### config.mk
export PLATFORM = sky130hd
export DESIGN_NAME = fifo_rd_arbiter
export DESIGN_NICKNAME = d
export VERILOG_FILES = /design/src/rtl/fifo_rd_arbiter.sv
export SDC_FILE = /design/constraint.sdc
export NUM_CORES = 1
export LEC_CHECK = 0
export CAP_MARGIN = 10
export CORE_ASPECT_RATIO = 1.4
export CORE_MARGIN = 10
export CORE_UTILIZATION = 45
export DETAILED_ROUTE_END_ITERATION = 12
export PLACE_DENSITY = 0.75
export SKIP_LAST_GASP = 1
export SYNTH_ARGS = -nofsm -noshare
export SYNTH_HDL_FRONTEND = slang
export SYNTH_SLANG_ARGS = --single-unit
export TNS_END_PERCENT = 100
### constraint.sdc
create_clock -name rclk -period 2.8 [get_ports rclk]
set_clock_uncertainty 0.15 [all_clocks]
set_input_delay 0.28 -clock rclk [delete_from_list [all_inputs] [get_ports rclk]]
set_output_delay 0.28 -clock rclk [all_outputs]
set_load 0.05 [all_outputs]
### src/rtl/fifo_rd_arbiter.sv
// Read-side scheduler for the async FIFO: round-robin burst grants between two
// consumers, with one registered output stage and valid/ready flow control.
module fifo_rd_arbiter #(
   parameter int DSIZE = 8,
   parameter int BURST = 4,
   parameter int CNT_W = $clog2(BURST + 1)
) (
   input  logic             rclk,
   input  logic             rrst,
   input  logic             rempty,
   input  logic [DSIZE-1:0] rdata,
   output logic             rinc,
   input  logic [1:0]       req,
   input  logic [1:0]       out_ready,
   output logic [1:0]       gnt,
   output logic             out_valid,
   output logic [DSIZE-1:0] out_data,
   output logic             out_id,
   output logic             burst_done
);

   typedef enum logic {IDLE, GRANT} state_t;

   localparam logic [CNT_W-1:0] BURST_C = CNT_W'(BURST);
   localparam logic [CNT_W-1:0] ONE_C   = CNT_W'(1);

   state_t           state_q, state_d;
   logic [1:0]       gnt_q, gnt_d;
   logic             id_q, id_d;
   logic             rr_last_q, rr_last_d;
   logic [CNT_W-1:0] issued_q, issued_d;
   logic [CNT_W-1:0] delivered_q, delivered_d;
   logic             out_valid_q, out_valid_d;
   logic [DSIZE-1:0] out_data_q, out_data_d;
   logic             out_id_q, out_id_d;

   logic pop, accept, last_acc, release_g, done, pick;

   always_comb begin
      accept   = out_valid_q && out_ready[out_id_q];
      // rinc depends only on flops and control inputs, never on rdata
      pop      = (state_q == GRANT) && !rrst && !rempty && req[id_q]
                 && (issued_q < BURST_C)
                 && (!out_valid_q || out_ready[id_q]);
      last_acc = accept && (delivered_q == BURST_C - ONE_C);
      release_g = !req[id_q] && (!out_valid_q || accept) && !pop;
      done     = (state_q == GRANT) && !rrst && (last_acc || release_g);

      pick        = 1'b0;
      state_d     = state_q;
      gnt_d       = gnt_q;
      id_d        = id_q;
      rr_last_d   = rr_last_q;
      issued_d    = issued_q;
      delivered_d = delivered_q;
      out_valid_d = out_valid_q;
      out_data_d  = out_data_q;
      out_id_d    = out_id_q;

      unique case (state_q)
         IDLE: begin
            if (req != 2'b00) begin
               unique case (1'b1)
                  (req == 2'b11): pick = ~rr_last_q;
                  (req != 2'b11): pick = req[1];
               endcase
               gnt_d       = pick ? 2'b10 : 2'b01;
               id_d        = pick;
               issued_d    = '0;
               delivered_d = '0;
               state_d     = GRANT;
            end
         end
         GRANT: begin
            if (pop) begin
               out_data_d  = rdata;
               out_valid_d = 1'b1;
               out_id_d    = id_q;
               issued_d    = issued_q + ONE_C;
            end else if (accept) begin
               out_valid_d = 1'b0;
            end
            if (accept) delivered_d = delivered_q + ONE_C;
            if (done) begin
               gnt_d     = 2'b00;
               rr_last_d = id_q;
               state_d   = IDLE;
            end
         end
      endcase
   end

   always_ff @(posedge rclk) begin
      if (rrst) begin
         state_q     <= IDLE;
         gnt_q       <= 2'b00;
         id_q        <= 1'b0;
         rr_last_q   <= 1'b1;
         issued_q    <= '0;
         delivered_q <= '0;
         out_valid_q <= 1'b0;
         out_data_q  <= '0;
         out_id_q    <= 1'b0;
      end else begin
         state_q     <= state_d;
         gnt_q       <= gnt_d;
         id_q        <= id_d;
         rr_last_q   <= rr_last_d;
         issued_q    <= issued_d;
         delivered_q <= delivered_d;
         out_valid_q <= out_valid_d;
         out_data_q  <= out_data_d;
         out_id_q    <= out_id_d;
      end
   end

   assign rinc       = pop;
   assign burst_done = done;
   assign gnt        = gnt_q;
   assign out_valid  = out_valid_q;
   assign out_data   = out_data_q;
   assign out_id     = out_id_q;

endmodule

==> impl_metrics.json <==
{
  "path_cells": "mux2_2, a22o_1, nor3b_1, buf_12",
  "cts_buffer_depth": 2,
  "synth_area_um2": 1000,
  "synthCells": 100,
  "synth_common_cells": "dfxtp_1 (21), nor2_1 (17), mux2i_1 (11), nand2_1 (7)",
  "rsz0062_at_grt": "false",
  "synth_fa_ha_area_frac": 0.0375,
  "cts_tree": "done",
  "drcViolationCount": 0,
  "setup_viol": 0,
  "overflow": 0,
  "power_density_mw_per_mm2": 433,
  "io_pins": 29,
  "ys_ff_latch": 21,
  "worst_pin_slew_ps": 515,
  "relSlewSlack": 0.655,
  "tns_ps": 0,
  "post-route-util": 0.618,
  "cp_max_fo": 5,
  "critical_path_class": "reg -> out",
  "core-area_mm2": 0.00215,
  "synth_fp_nets": 118,
  "num_vias": 799,
  "io_buffer_count": 28,
  "clk_latency_ps": 310,
  "final_nets": 149,
  "min_period_over_period": 0.843,
  "cts_resized": 0,
  "synth_top_family_by_area": "simple AND/OR/NAND/NOR gates",
  "numCtsBuffers": 3,
  "slew_violations": 0,
  "critPathLaunchType": "flop",
  "crit_family": "flip-flops",
  "die_h_um": 75.8,
  "fmax_ghz": 0.424,
  "yosys.area_share.simple": 0.179,
  "cts_root_buf": "clkbuf_4",
  "clk_pin_slew_ps": 110,
  "post_drt_wl_per_cell_um": 14.2,
  "gp_congestion": 0.835,
  "grtUsageTotal": 0.107,
  "post-cts-setup-buffers": 0,
  "syn_avg_cell_area_um2": 10.0,
  "outcome": "completed",
  "fp.dieW_um": 59.8,
  "drive_above_1_share": 0.154,
  "p_leak_uw": 0.000505,
  "hold_path_class": "reg -> reg",
  "timing.rr.start": "state_q$_SDFF_PP0_",
  "htreeDepth": 1,
  "yosysTopAreaCell": "dfxtp_1",
  "start_util": 0.465,
  "antenna_found_initial": 0,
  "synthMuxAreaShare": 0.174,
  "synth.distinct_cells": 33,
  "grt_start_max_net_pins": 24,
  "ys.flop_type": "dfxtp_1",
  "path_buf_inv": 1,
  "area.growth.synth_to_final_pct": 33.0,
  "drt-initial-drc-count": 14,
  "final_antenna_net_count": 0,
  "dp_hpwl_mm": 1.64,
  "viasPerCell": 5.26,
  "required_ps": 2370,
  "antenna_cells": 0,
  "cp-end-kind": "output port",
  "synth-compound-area-share": 0.128,
  "ys.warnings.count": 0,
  "rows": 20,
  "grt_pass1_wl_mm": 3.76,
  "grt_pass1_vias": 817,
  "min-delay-start": "issued_q[1]$_SDFFE_PP0P_",
  "max_stage_delay_ps": 460,
  "yosysSeqAreaShare": 0.421,
  "ys_top_cells_by_area": "dfxtp_1 (42%), mux2i_1 (11%), nor2_1 (6.4%), ha_1 (3.8%), mux2_2 (3.4%)",
  "holdBufCountCts": 0,
  "arrival_ps": 1930,
  "cap_violations": 0,
  "finalHoldViolCount": 0,
  "synth_most_common_cell": "dfxtp_1",
  "critPathLaunch": "id_q$_SDFFE_PP0P_",
  "synth_edf_count": 0,
  "cts.sinks": 21,
  "first_pass_iters": 4,
  "die-area_mm2": 0.00453,
  "drt_wl_total_mm": 2.16,
  "synthXorXnorAreaFrac": 0,
  "finalCriticalPeriod_ps": 2360,
  "ir_drop_mv": 0.262,
  "synth_top_area_share": 0.421,
  "async_flop_share": 0,
  "cpMaxStageDelayCell": "dfxtp_1"
}
report_power, final:
part | switching [uW] | internal (uW)
logic | 56.0 | 55.0
registers | 10.9 | 308
clock network | 90.2 | 55.7
total | 157 | 419
cell usage in the layout, fill, tap and decap left out, types with 2 or more instances in the layout:
cell / netlist / final
a21oi_1: 3 / 3
a22o_1: 3 / 3
buf_12: 1 / 2
buf_4: 1 / 3
clkbuf_4: 0 / 3
clkdlybuf4s50_1: 0 / 26
dfxtp_1: 21 / 21
ha_1: 3 / 3
inv_1: 3 / 3
mux2_2: 3 / 3
mux2_4: 2 / 2
mux2i_1: 11 / 11
nand2_1: 7 / 7
nand3b_1: 2 / 2
nor2_1: 17 / 17
o21ai_0: 3 / 3
cell type report:
type | instances | area, um^2
Clock buffer | 4 | 26.3
Sequential cell | 21 | 420
Inverter | 4 | 15.0
Timing Repair Buffer | 31 | 323
Tap cell | 22 | 27.5
Fill cell | 192 | 822
Multi-Input combinational cell | 70 | 518
metrics by stage:
step	area, um^2	hold WS [ps]	instances	power, uW	setup slack [ps]
after floorplan	1000	277	100	391	62.3
after global placement	1300	291	148	436	531
after detailed placement	1300	299	148	438	479
after CTS	1330	316	152	584	434
after global routing	1330	347	152	608	301
final	1330	309	152	576	439
worst paths after layout:
check | end | slack (ps) | cells after the start
worst max-delay path | burst_done | 440 | 4
worst min-delay path | issued_q[1]$_SDFFE_PP0P_ | 310 | 2
worst max register to register | issued_q[0]$_SDFFE_PP0P_ | 1020 | 5
worst min register to register | issued_q[1]$_SDFFE_PP0P_ | 310 | 2
logic make-up (layout without fill, tap and decap cells):
family          Yosys count  count (layout)
simple gates             34              34
flops                    21              21
compound gates           17              17
mux                      16              16
buf+inv                   9              39
fa+ha+maj                 3               3
worst min-delay path, delay by kind of cell, from the launching register on:
family             cells  cell delay, ps
AOI/OAI and AO/OA      1              50
and+or+nand+nor        1              50
DFF                    1             330
sequential cells by signal (all words and copies together), names as in the netlist, 2 cells and up:
signal	cells
gnt	2
issued_q	3
out_data	8
delivered_q	3
layer usage:
metal | track usage | routed length [um] | vias up
met5 | 0 | 0 | -
li1 | - | - | 405
met1 | 0.114 | 893 | 370
met2 | 0.171 | 1020 | 19
met4 | 0.0600 | 54 | 0
met3 | 0.0467 | 186 | 5
(Power assumes the default switching activity.)
==> RTL change 1, RTL diff (config.mk and constraints unchanged) <==
`DSIZE`: 8 -> 32.
--- a/src/rtl/fifo_rd_arbiter.sv
+++ b/src/rtl/fifo_rd_arbiter.sv
@@ -1,7 +1,7 @@
 // Read-side scheduler for the async FIFO: round-robin burst grants between two
 // consumers, with one registered output stage and valid/ready flow control.
 module fifo_rd_arbiter #(
-   parameter int DSIZE = 8,
+   parameter int DSIZE = 32,
    parameter int BURST = 4,
    parameter int CNT_W = $clog2(BURST + 1)
 ) (
Interface: changed (resized out_data and rdata); port bits go from 29 to 77. The function was not compared with the original's and may differ.
==> RTL change 1 against the original RTL <==
  * Total power grew 120%
  * Area after synthesis grew 81%
  * Combinational power grew 79%
  * Sequential cell count grew 24
  * Utilization grew 7.1 points
  * Worst setup slack gained 21 ps
  * Final area grew 100%
  * Routed wire length grew 100%
  * Critical path type is now input port to output pin
  * Critical endpoint unchanged
  * Largest power group unchanged
==> RTL change 1: results (changes against the original RTL) <==
| Metric | Value |
|---|---|
| HPWL Detailed | `3270 um (+100%)` |
| Critical R2R Capture | `out_data[8]$_SDFFE_PP0P_` |
| Crit Path Max Fanout | `7 (+2)` |
| Placed cells | `289 (+95%)` |
| Buffers on Ports | `76 (+170%)` |
| Reg2reg setup slack | `730 ps (-290 ps)` |
| Post-Synthesis Cells | `178 (+78%)` |
| Final wirelength | `4370 um (+100%)` |
| Max-slew headroom | `63.8% (-1.7 points)` |
| Number of distinct library cells after synthesis | `29 (-12%)` |
| Via density | `5.03 (-4.4%)` |
| Total GRT Usage | `12.7% (+2.0 points)` |
| Post-synth top cells | `dfxtp_1 (45), nor2_1 (41), mux2i_1 (35)` |
| Arr. time, crit path | `1910 ps (-20 ps)` |
| CTS root buffer | `clkbuf_8` |
| Worst skew pair latency | `290 ps (-20 ps)` |
| Vias in the first global route | `1461 (+79%)` |
| Largest net degree at the start of global routing | `48 (+100%)` |
| Critical Path Source | `req[1]` |
| Share of cells above drive strength 1 | `7.87% (-7.5 points)` |
| Nature of the critical path startpoint | `input port` |
| Peak supply drop | `392 uV (+50%)` |
| Synth area leaders | `dfxtp_1 (50%), mux2i_1 (19%), nor2_1 (8.5%), ha_1 (2.1%), mux2_2 (1.9%)` |
| Max FFs per register | `32 (+24)` |
| Initial drt markers | `73 (+59)` |
| Status | `completed` |
| Pre-CTS WS | `496 ps (+16.5 ps)` |
| First-pass GRT wire length | `7090 um (+88%)` |
| Placed inst area | `2620 um2 (+100%)` |
==> RTL change 1: changes by cell type in the layout (fill, tap and decap cells not counted), moves of 2 or more <==
cell             change
clkbuf_8             +5
dfxtp_1             +24
clkinv_2             +2
mux2i_1             +24
buf_12               +2
clkbuf_4             -3
nor2_1              +24
clkdlybuf4s50_1     +48
buf_4                -2
==> RTL change 1: cell families (layout without fill, tap and decap cells) <==
group | Yosys count | after routing | synth area share [%]
flip-flops | 45 | 45 | 49.8
buffers and inverters | 15 | 91 | 4.97
adder cells (fa/ha/maj) | 3 | 3 | 2.07
AO/OA/AOI/OAI | 17 | 17 | 6.57
AND/OR/NAND/NOR | 58 | 58 | 13.8
multiplexers | 40 | 40 | 22.9
==> RTL change 1: layer usage <==
| metal | part of all wire (%) | wire length (um) | track usage [%] | up-vias |
|---|---|---|---|---|
| met3 | 12 | 514 | 7.90 | 5 |
| met5 | 0 | 0 | 0 | - |
| met2 | 48 | 2080 | 18.9 | 48 |
| met1 | 39 | 1730 | 14.3 | 693 |
| met4 | 1.2 | 53 | 4.67 | 0 |
| li1 | - | - | - | 747 |
==> RTL change 1: power breakdown <==
| part | switching, W | internal [W] |
|---|---|---|
| combinational | 0.0000968 | 0.000102 |
| clock | 0.000212 | 0.000173 |
| sequential | 0.0000130 | 0.000655 |
| total | 0.000322 | 0.000930 |
==> RTL change 1: layout make-up <==
cell class | instances | share of cell area [%]
clock buffer | 6 | 2.69
clock inverter | 2 | 0.371
inverter | 4 | 0.556
multi-input combinational | 118 | 30.4
sequential | 45 | 33.4
tap | 43 | 1.99
timing repair buffer | 79 | 30.7
==> RTL change 1: worst max-delay path, stage by stage <==
cell and delay (ps):
clkdlybuf4s50_1 510, mux2_2 340, a22o_1 230, nor3b_1 360
buf_12 190
==> RTL change 1: worst min-delay path by stage <==
stage	end	slack (ps)
after global placement	issued_q[1]$_SDFFE_PP0P_	300
after CTS	issued_q[1]$_SDFFE_PP0P_	320
after detailed placement	issued_q[1]$_SDFFE_PP0P_	310
after floorplan	out_data[10]$_SDFFE_PP0P_	280
after global routing	issued_q[1]$_SDFFE_PP0P_	350
final	issued_q[1]$_SDFFE_PP0P_	320
==> RTL change 1: through the flow <==
step / hold slack (ps) / utilization, %
after floorplan: 277 / -
after global placement: 301 / 66.8
after detailed placement: 310 / 66.8
after CTS: 323 / 68.9
after global routing: 346 / 68.9
final: 316 / 68.9
==> RTL change 2, RTL diff (same settings) <==
Without the edit above. Make the reset (`rrst`) asynchronous in one clocked block.
--- a/src/rtl/fifo_rd_arbiter.sv
+++ b/src/rtl/fifo_rd_arbiter.sv
@@ -90,7 +90,7 @@
       endcase
    end
 
-   always_ff @(posedge rclk) begin
+   always_ff @(posedge rclk or posedge rrst) begin
       if (rrst) begin
          state_q     <= IDLE;
          gnt_q       <= 2'b00;
Behaviour: differs if rrst is asserted again (counterexample within 4 cycles, from zero or initial values and one cycle with rrst high); with rrst held inactive, the same outputs for 10 cycles.
==> RTL change 2 against the original RTL <==
  * Sequential cell count is the same
  * Worst setup slack gained 230 ps
  * Via count is 11% lower
  * Die area grew 0.79%
  * Non-clock buffer count is 2 lower
  * Area after synthesis rose by 1.1%
  * Register-to-register slack improved by 80 ps
  * Final area increased by 0.56%
  * Sequential share of layout area up 7.8 points
  * Synthesized cell count shrank 21%
  * Routed wire length fell by 3.2%
Power is not compared: it rests on default switching activity, and its combinational part moved more than twofold at a synthesized area within 25%.
==> RTL change 2: results (changes against the original RTL) <==
| Metric | Value |
|---|---|
| Synth area leaders | `dfrtp_1 (50%), mux2_4 (8.9%), mux2i_1 (5.9%), mux2_2 (5.6%), nand2_1 (4.5%)` |
| GRT met1 Usage | `11.3% (-0.11 points)` |
| Largest net degree at the start of global routing | `22 (-8.3%)` |
| Fraction of registers with async set/reset | `100% (+100 points)` |
| Area share of buffers outside the clock network | `21.1% (-3.1 points)` |
| GP Congestion | `0.693 (-17%)` |
| Total GRT Usage | `9.23% (-1.5 points)` |
| Syn Nets | `97 (-18%)` |
| Slew @ Worst Pin | `622 ps (+107 ps)` |
| Number of distinct library cells after synthesis | `24 (-27%)` |
| M2 GR Usage | `13.8% (-3.2 points)` |
| Initial drt markers | `22 (+8)` |
| Met3 wire len | `135 um (-27%)` |
| Syn Area/Cell | `12.8 um2 (+28%)` |
| Status | `completed` |
| Crit Path Max Fanout | `5 (unchanged)` |
| Fillers | `181 (-5.7%)` |
| Metal-1 WL | `888 um (-0.56%)` |
| HPWL Detailed | `1610 um (-1.6%)` |
| Sequential share of the synthesized area | `52.1% (+10 points)` |
| Register Area | `527 um2 (+25%)` |
| Clock buffers and inverters, area share | `2.06% (+0.082 points)` |
| First-pass GRT wire length | `3380 um (-10%)` |
| Pre-CTS WS | `709 ps (+230 ps)` |
| Met2 WL post-DR | `1050 um (+2.6%)` |
| Via Count | `708 (-11%)` |
| Comb_multi_in | `52 (-26%)` |
| Via density | `5.32 (+1.3%)` |
| Share of cells above drive strength 1 | `19.8% (+4.4 points)` |
| Vias in the first global route | `722 (-12%)` |
| Fraction of area in multi-input gates | `34.0% (-5.0 points)` |
| 1st-pass router iterations | `2 (-2)` |
| Post-synth top cells | `dfrtp_1 (20), nand2_1 (12), mux2_4 (6), mux2i_1 (6)` |
| Post-DR wirelength/cell | `15.7 um (+11%)` |
| Area of the multi-input gates | `454 um2 (-12%)` |
| Placed inst area | `1310 um2 (+0.48%)` |
| Logic inverters | `5 (+1)` |
| Arr. time, crit path | `1700 ps (-230 ps)` |
| FFs & Latches | `21 (unchanged)` |
| Worst hold path type | `input port to asynchronous set/reset pin` |
| Non-clk bufs | `29 (-6.5%)` |
-- RTL change 2: changes by cell type in the layout (fill, tap and decap cells not counted), moves of 3 or more --
cell / before / now
dfrtp_1: 0 / 20
mux2i_1: 11 / 6
mux2_4: 2 / 6
nor2_1: 17 / 1
nand2_1: 7 / 12
dfxtp_1: 21 / 0
o21ai_0: 3 / 0
a21oi_1: 3 / 0
-- RTL change 2: logic make-up (layout without fill, tap and decap cells) --
group | after synthesis | count (layout) | synth area share (%)
flip-flops | 21 | 21 | 52.1
AND/OR/NAND/NOR | 20 | 20 | 9.78
multiplexers | 18 | 18 | 21.5
AO/OA/AOI/OAI | 11 | 11 | 9.90
buffers and inverters | 6 | 38 | 2.97
adder cells (fa/ha/maj) | 3 | 3 | 3.71
-- RTL change 2: worst max-delay path, stage by stage (launching register included) --
cell and delay [ps]:
dfrtp_1 450, mux2_2 400, a221oi_2 290, buf_4 250
-- RTL change 2: final timing paths --
kind                                             from                          to  slack [ps]  cells past startpoint
setup / recovery                     id_q$_DFFE_PP0P_                  burst_done         670                      3
hold / removal                                   rrst     issued_q[0]$_DFFE_PP0P_         270                      3
setup reg to reg                    state_q$_DFF_PP0_     out_data[3]$_DFFE_PP0P_        1100                      3
hold reg to reg            delivered_q[0]$_DFFE_PP0P_  delivered_q[0]$_DFFE_PP0P_         360                      1
max in group asynchronous                        rrst       rr_last_q$_DFFE_PP1P_        1950                      3
min in group rclk          delivered_q[0]$_DFFE_PP0P_  delivered_q[0]$_DFFE_PP0P_         360                      1
-- RTL change 2: report_power, final --
| part | leakage, nW | internal (W) | switching, W |
|---|---|---|---|
| registers | 0.256 | 0.000447 | 0.000107 |
| logic | 0.322 | 0.000358 | 0.000528 |
| clock network | 0.0177 | 0.0000533 | 0.0000926 |
